File: src/rtl/bias_buffer_loader.sv
// Write-side loader for the bias buffer: takes a load command, then broadcasts
// each accepted DDR beat to every bank at a common, incrementing address.
//
// state | meaning
// IDLE  | waiting for a load command; cmd_ready high
// LOAD  | accepting DDR beats; one broadcast write per accepted beat
// DRAIN | final write is on the outputs; write enables drop next edge
// DONE  | one-cycle done pulse, then back to IDLE
module bias_buffer_loader #(
  parameter int DDR_BANDWIDTH    = 512,
  parameter int NUM_BANKS        = 64,
  parameter int WRITE_ADDR_WIDTH = 8,
  parameter int NUM_BEATS_WIDTH  = 16
) (
  input  logic                                  clk,
  input  logic                                  reset,
  input  logic                                  cmd_valid,
  output logic                                  cmd_ready,
  input  logic [WRITE_ADDR_WIDTH-1:0]           cmd_base_addr,
  input  logic [NUM_BEATS_WIDTH-1:0]            cmd_num_beats,
  input  logic                                  ddr_data_valid,
  output logic                                  ddr_data_ready,
  input  logic [DDR_BANDWIDTH-1:0]              ddr_data,
  output logic [NUM_BANKS-1:0]                  bs_write_req,
  output logic [NUM_BANKS*WRITE_ADDR_WIDTH-1:0] bs_write_addr,
  output logic [DDR_BANDWIDTH-1:0]              bs_write_data,
  output logic                                  busy,
  output logic                                  done
);

  typedef enum logic [1:0] {
    IDLE  = 2'd0,
    LOAD  = 2'd1,
    DRAIN = 2'd2,
    DONE  = 2'd3
  } state_t;

  state_t                      state;
  logic [WRITE_ADDR_WIDTH-1:0] addr;
  logic [NUM_BEATS_WIDTH-1:0]  rem;

  // Handshake readies depend on state only, so no input-to-ready path exists.
  assign cmd_ready      = (state == IDLE);
  assign ddr_data_ready = (state == LOAD);
  assign busy           = (state != IDLE);

  always_ff @(posedge clk) begin
    if (!reset) begin
      state         <= IDLE;
      addr          <= '0;
      rem           <= '0;
      bs_write_req  <= '0;
      bs_write_addr <= '0;
      bs_write_data <= '0;
      done          <= 1'b0;
    end else begin
      bs_write_req <= '0;
      done         <= 1'b0;
      case (state)
        IDLE: begin
          if (cmd_valid) begin
            addr <= cmd_base_addr;
            rem  <= cmd_num_beats;
            if (cmd_num_beats != '0) begin
              state <= LOAD;
            end else begin
              state <= DONE;
              done  <= 1'b1;
            end
          end
        end
        LOAD: begin
          if (ddr_data_valid) begin
            bs_write_data <= ddr_data;
            bs_write_addr <= {NUM_BANKS{addr}};
            bs_write_req  <= '1;
            addr          <= addr + 1'b1;
            rem           <= rem - 1'b1;
            if (rem == NUM_BEATS_WIDTH'(1)) state <= DRAIN;
          end
        end
        DRAIN: begin
          state <= DONE;
          done  <= 1'b1;
        end
        DONE: begin
          state <= IDLE;
        end
        default: begin
          state <= IDLE;
        end
      endcase
    end
  end

endmodule
File: config.mk
export PLATFORM = sky130hd
export DESIGN_NAME = bias_buffer_loader
export DESIGN_NICKNAME = d
export VERILOG_FILES = /design/src/rtl/bias_buffer_loader.sv
export SDC_FILE = /design/constraint.sdc
export NUM_CORES = 1
export LEC_CHECK = 0
export BUFFER_PORTS_ARGS = -buffer_cell sky130_fd_sc_hd__buf_4
export CORE_AREA = 2 2 631 633
export DETAILED_ROUTE_END_ITERATION = 7
export DIE_AREA = 0 0 633 635
export GPL_TIMING_DRIVEN = 0
export HOLD_SLACK_MARGIN = 0.05
export SYNTH_ARGS = -nofsm -noshare
export SYNTH_HDL_FRONTEND = slang
export SYNTH_SLANG_ARGS = --single-unit
File: constraint.sdc
create_clock -name clk -period 2.65 [get_ports clk]
set_input_delay 0.3975 -clock clk [delete_from_list [all_inputs] [get_ports clk]]
set_output_delay 0.3975 -clock clk [all_outputs]
set_load 0.05 [all_outputs]
==> run_results.csv <==
group,metric,value,unit
place,postPlaceCellArea,42700,µm²
place,post-place-cells,9945,
clock_tree,cts.sinks,548,
die,die_w,633,µm
logic_synthesis,yosysTopAreaCell,"dfxtp_1",
timing,max_freq,0.388,GHz
timing,finClkSkew,0.0556,ns
logic_synthesis,synth_top_area_share,46.2,%
timing,slew_headroom,15.7,%
logic_synthesis,yosys_warnings,0,
place,place_congestion,1.04,
pwr,worst_ir_drop_vdd,507,µV
global_routing,grt_max_degree,65,
critical_path,start_kind,"flip-flop",
critical_path,worstPathArrival,3.25,ns
timing,rsz0062_at_grt,"true",
routing,vias,30576,
timing,tightestPinTransition,1.26,ns
routing,wl_per_cell,24.5,µm
timing,min_period,2.57,ns
clock_tree,clk_pin_slew,0.06,ns
logic_synthesis,yosysUniqueCellTypes,56,
die,ios,1632,
critical_path,cp_data_required_time,3.32,ns
critical_path,cp-end-kind,"flip-flop",
critical_path,crit_slowest_cell,"clkbuf_1",
place,hpwl,231,mm
routing,first_pass_iters,5,
die,row_count,231,
hold_path,hold_class,"in -> reg",
routing,avgViaCountPerCell,2.86,
critical_path,crit_chain,"inv_1 -> ha_1 -> clkbuf_2 -> and2_1 -> buf_6 -> clkbuf_4 -> clkbuf_1 -> nand2_1 -> a21oi_1",
routing,wirelength,262,mm
timing,setup_viol,0,
die,core-area,395000,µm²
clock_tree,cts-buffers-inserted,75,
finish,nets,5864,
critical_path,criticalPathCategory,"reg -> reg",
global_routing,grt.total_usage,12.4,%
timing,holdWs,0.152,ns
timing,finalHoldViolations,0,
die,initial_utilization,6.01,%
pwr,p_per_area,778,nW/µm²
pwr,p_leak,21.8,nW
die,dieHeight,635,µm
routing,drc,0,
finish,final_util,12.9,%
critical_path,critPathMaxFanout,11,
logic_synthesis,synth_nets,3611,
clock_tree,cts_buffer_depth,4,
clock_tree,htree_levels,3,
logic_synthesis,yosysSeqAreaShare,46.2,%
critical_path,cpPeakStageDelay,0.45,ns
logic_synthesis,netlist_instances,3065,
logic_synthesis,ys_ff_latch,548,
finish,area_delta_synth_final,115,%
timing,fin_crit_sh,97.2,%
logic_synthesis,synth_enable_flop_cells,0,
logic_synthesis,async_flop_share,0,%
clock_tree,cts_tree,"built",
timing,slew_viol_final,0,
routing,ant_nets,0,
routing,dr.first_iter.drc_count,2554,
global_routing,grt_pass1_vias,27856,
run_status,status,"finished, final reports clean",
die,dieArea,402000,µm²
clock_tree,clockRootBuffer,"clkbuf_16",
logic_synthesis,synth_area,23700,µm²
global_routing,antenna_found_initial,247,
global_routing,grt_pass1_wl,319,mm
finish,fin_area,50900,µm²
finish,fin_cells,10705,
place,port-buffer-count,1630,
clock_tree,insertion_delay,0.82,ns
logic_synthesis,synth_area_per_cell,7.74,µm²
logic_synthesis,synth_area_leaders,"dfxtp_1 46%, buf_4 18%, nand2_1 17%, a21oi_1 11%, clkbuf_1 2.7%",
logic_synthesis,synth-main-ff-cell,"dfxtp_1",
run,maxCapViolCount,0,
finish,drive_gt1_share,45.1,%
global_routing,overflow,0,
-- worst paths after layout --
check                           slack, ns                from  cells past startpoint            endpoint
worst max-delay path                 0.08            state[1]                      9  bs_write_data[219]
worst min-delay path                 0.15    cmd_num_beats[4]                      4              rem[4]
worst max register to register       0.08            state[1]                      9  bs_write_data[219]
worst min register to register       0.45  bs_write_data[375]                      2  bs_write_data[375]
-- cell usage after synthesis, types with 5 or more instances --
library cell  number
clkbuf_1         172
nor3_1            10
o22ai_1            5
nor2_1            20
inv_1             10
nor4_1             6
ha_1               6
nand3_1            9
dfxtp_1          548
nand2_1         1059
o21ai_0           19
buf_4            567
nor2b_1           10
buf_1             10
a21oi_1          541
-- worst max-delay path, delay by kind of cell, from the launching register on --
kind	cells	cell delay, ns
and+or+nand+nor	2	0.33
buffers and inverters	5	1.47
AOI/OAI and AO/OA	1	0.14
adders and majority gates	1	0.17
DFF	1	0.31
-- logic make-up after synthesis --
logic type	count (synthesis)	share of synthesized area [%]
AND/OR/NAND/NOR	1140	18.7
AO/OA/AOI/OAI	602	13.3
flip-flops	548	46.2
multiplexers	3	0.132
buffers and inverters	766	21.3
adder cells (fa/ha/maj)	6	0.316
-- cell usage in the layout (no fill, tap or decap), types with 3 or more instances in the layout --
cell type      instances
dlygate4sd3_1        535
and2_1                 3
buf_16                 4
buf_2                  3
a31oi_1                4
bufinv_16              5
nor3_1                10
clkinv_4               3
clkbuf_1             123
o21ai_0               18
and3_1                 4
a41oi_1                4
clkbuf_2              54
a21oi_1              541
ha_1                   6
nand4_1                4
clkbuf_4               6
clkinv_2              10
diode_2               97
o22ai_1                5
nor4_1                 6
clkinvlp_4             6
inv_1                 10
o221a_2                3
clkbuf_16             76
nor2_1                20
clkbuf_8              20
dfxtp_4                9
buf_4               2198
buf_12                 6
nand3_1                9
dfxtp_1              539
nand2_1             1057
nor2b_1               10
a211oi_1               4
-- metrics by stage --
stage / total power [mW] / setup TNS, ns / setup slack (ns)
2_1_floorplan: 20.9 / 0 / 0.215
3_5_place_dp: 28.4 / -246.65 / -1.36
4_1_cts: 40.1 / -0.00146 / -0.00146
6_report: 39.7 / 0 / 0.0752
3_3_place_gp: 28.4 / -976.34 / -1.89
5_1_grt: 41.2 / -0.0255 / -0.0178
-- repair_timing --
action                                  4_1_cts  5_1_grt
gates resized for setup                      45       74
setup buffers                                 3        0
hold buffers                                535        0
endpoints found under the setup margin      753      187
hold endpoints to repair                    537        0
-- flip-flops by register name, summed over array words and instances (netlist names) --
signal,cells
bs_write_data,512
state,2
bs_write_addr,8
rem,16
done,1
bs_write_req,1
addr,8
-- metal layers --
| metal | track usage, % | vias up | wire length, µm |
|---|---|---|---|
| met4 | 5.69 | 172 | 14100 |
| met3 | 5.53 | 518 | 29800 |
| met5 | 0 | - | 1090 |
| li1 | - | 13966 | - |
| met1 | 14.6 | 14093 | 103000 |
| met2 | 19.2 | 1827 | 114000 |
-- where the power goes --
group	switching, mW	internal [mW]	leakage, nW	total [mW]
clock	4.37	6.12	1.18	10.5
sequential	0.942	9.40	4.46	10.3
combinational	13.3	5.57	16.2	18.8
total	18.6	21.1	21.8	39.7
-- layout make-up --
class	instances	area, µm²
clock inverters	26	297
inverters	11	41.3
fillers	45380	344000
multi-input cells	1751	7700
repair buffers	2176	17800
flip-flops and latches	548	11000
clock buffers	99	2130
plain buffers	755	5130
well taps	5242	6560
diodes	97	243
(Power assumes the default switching activity.)
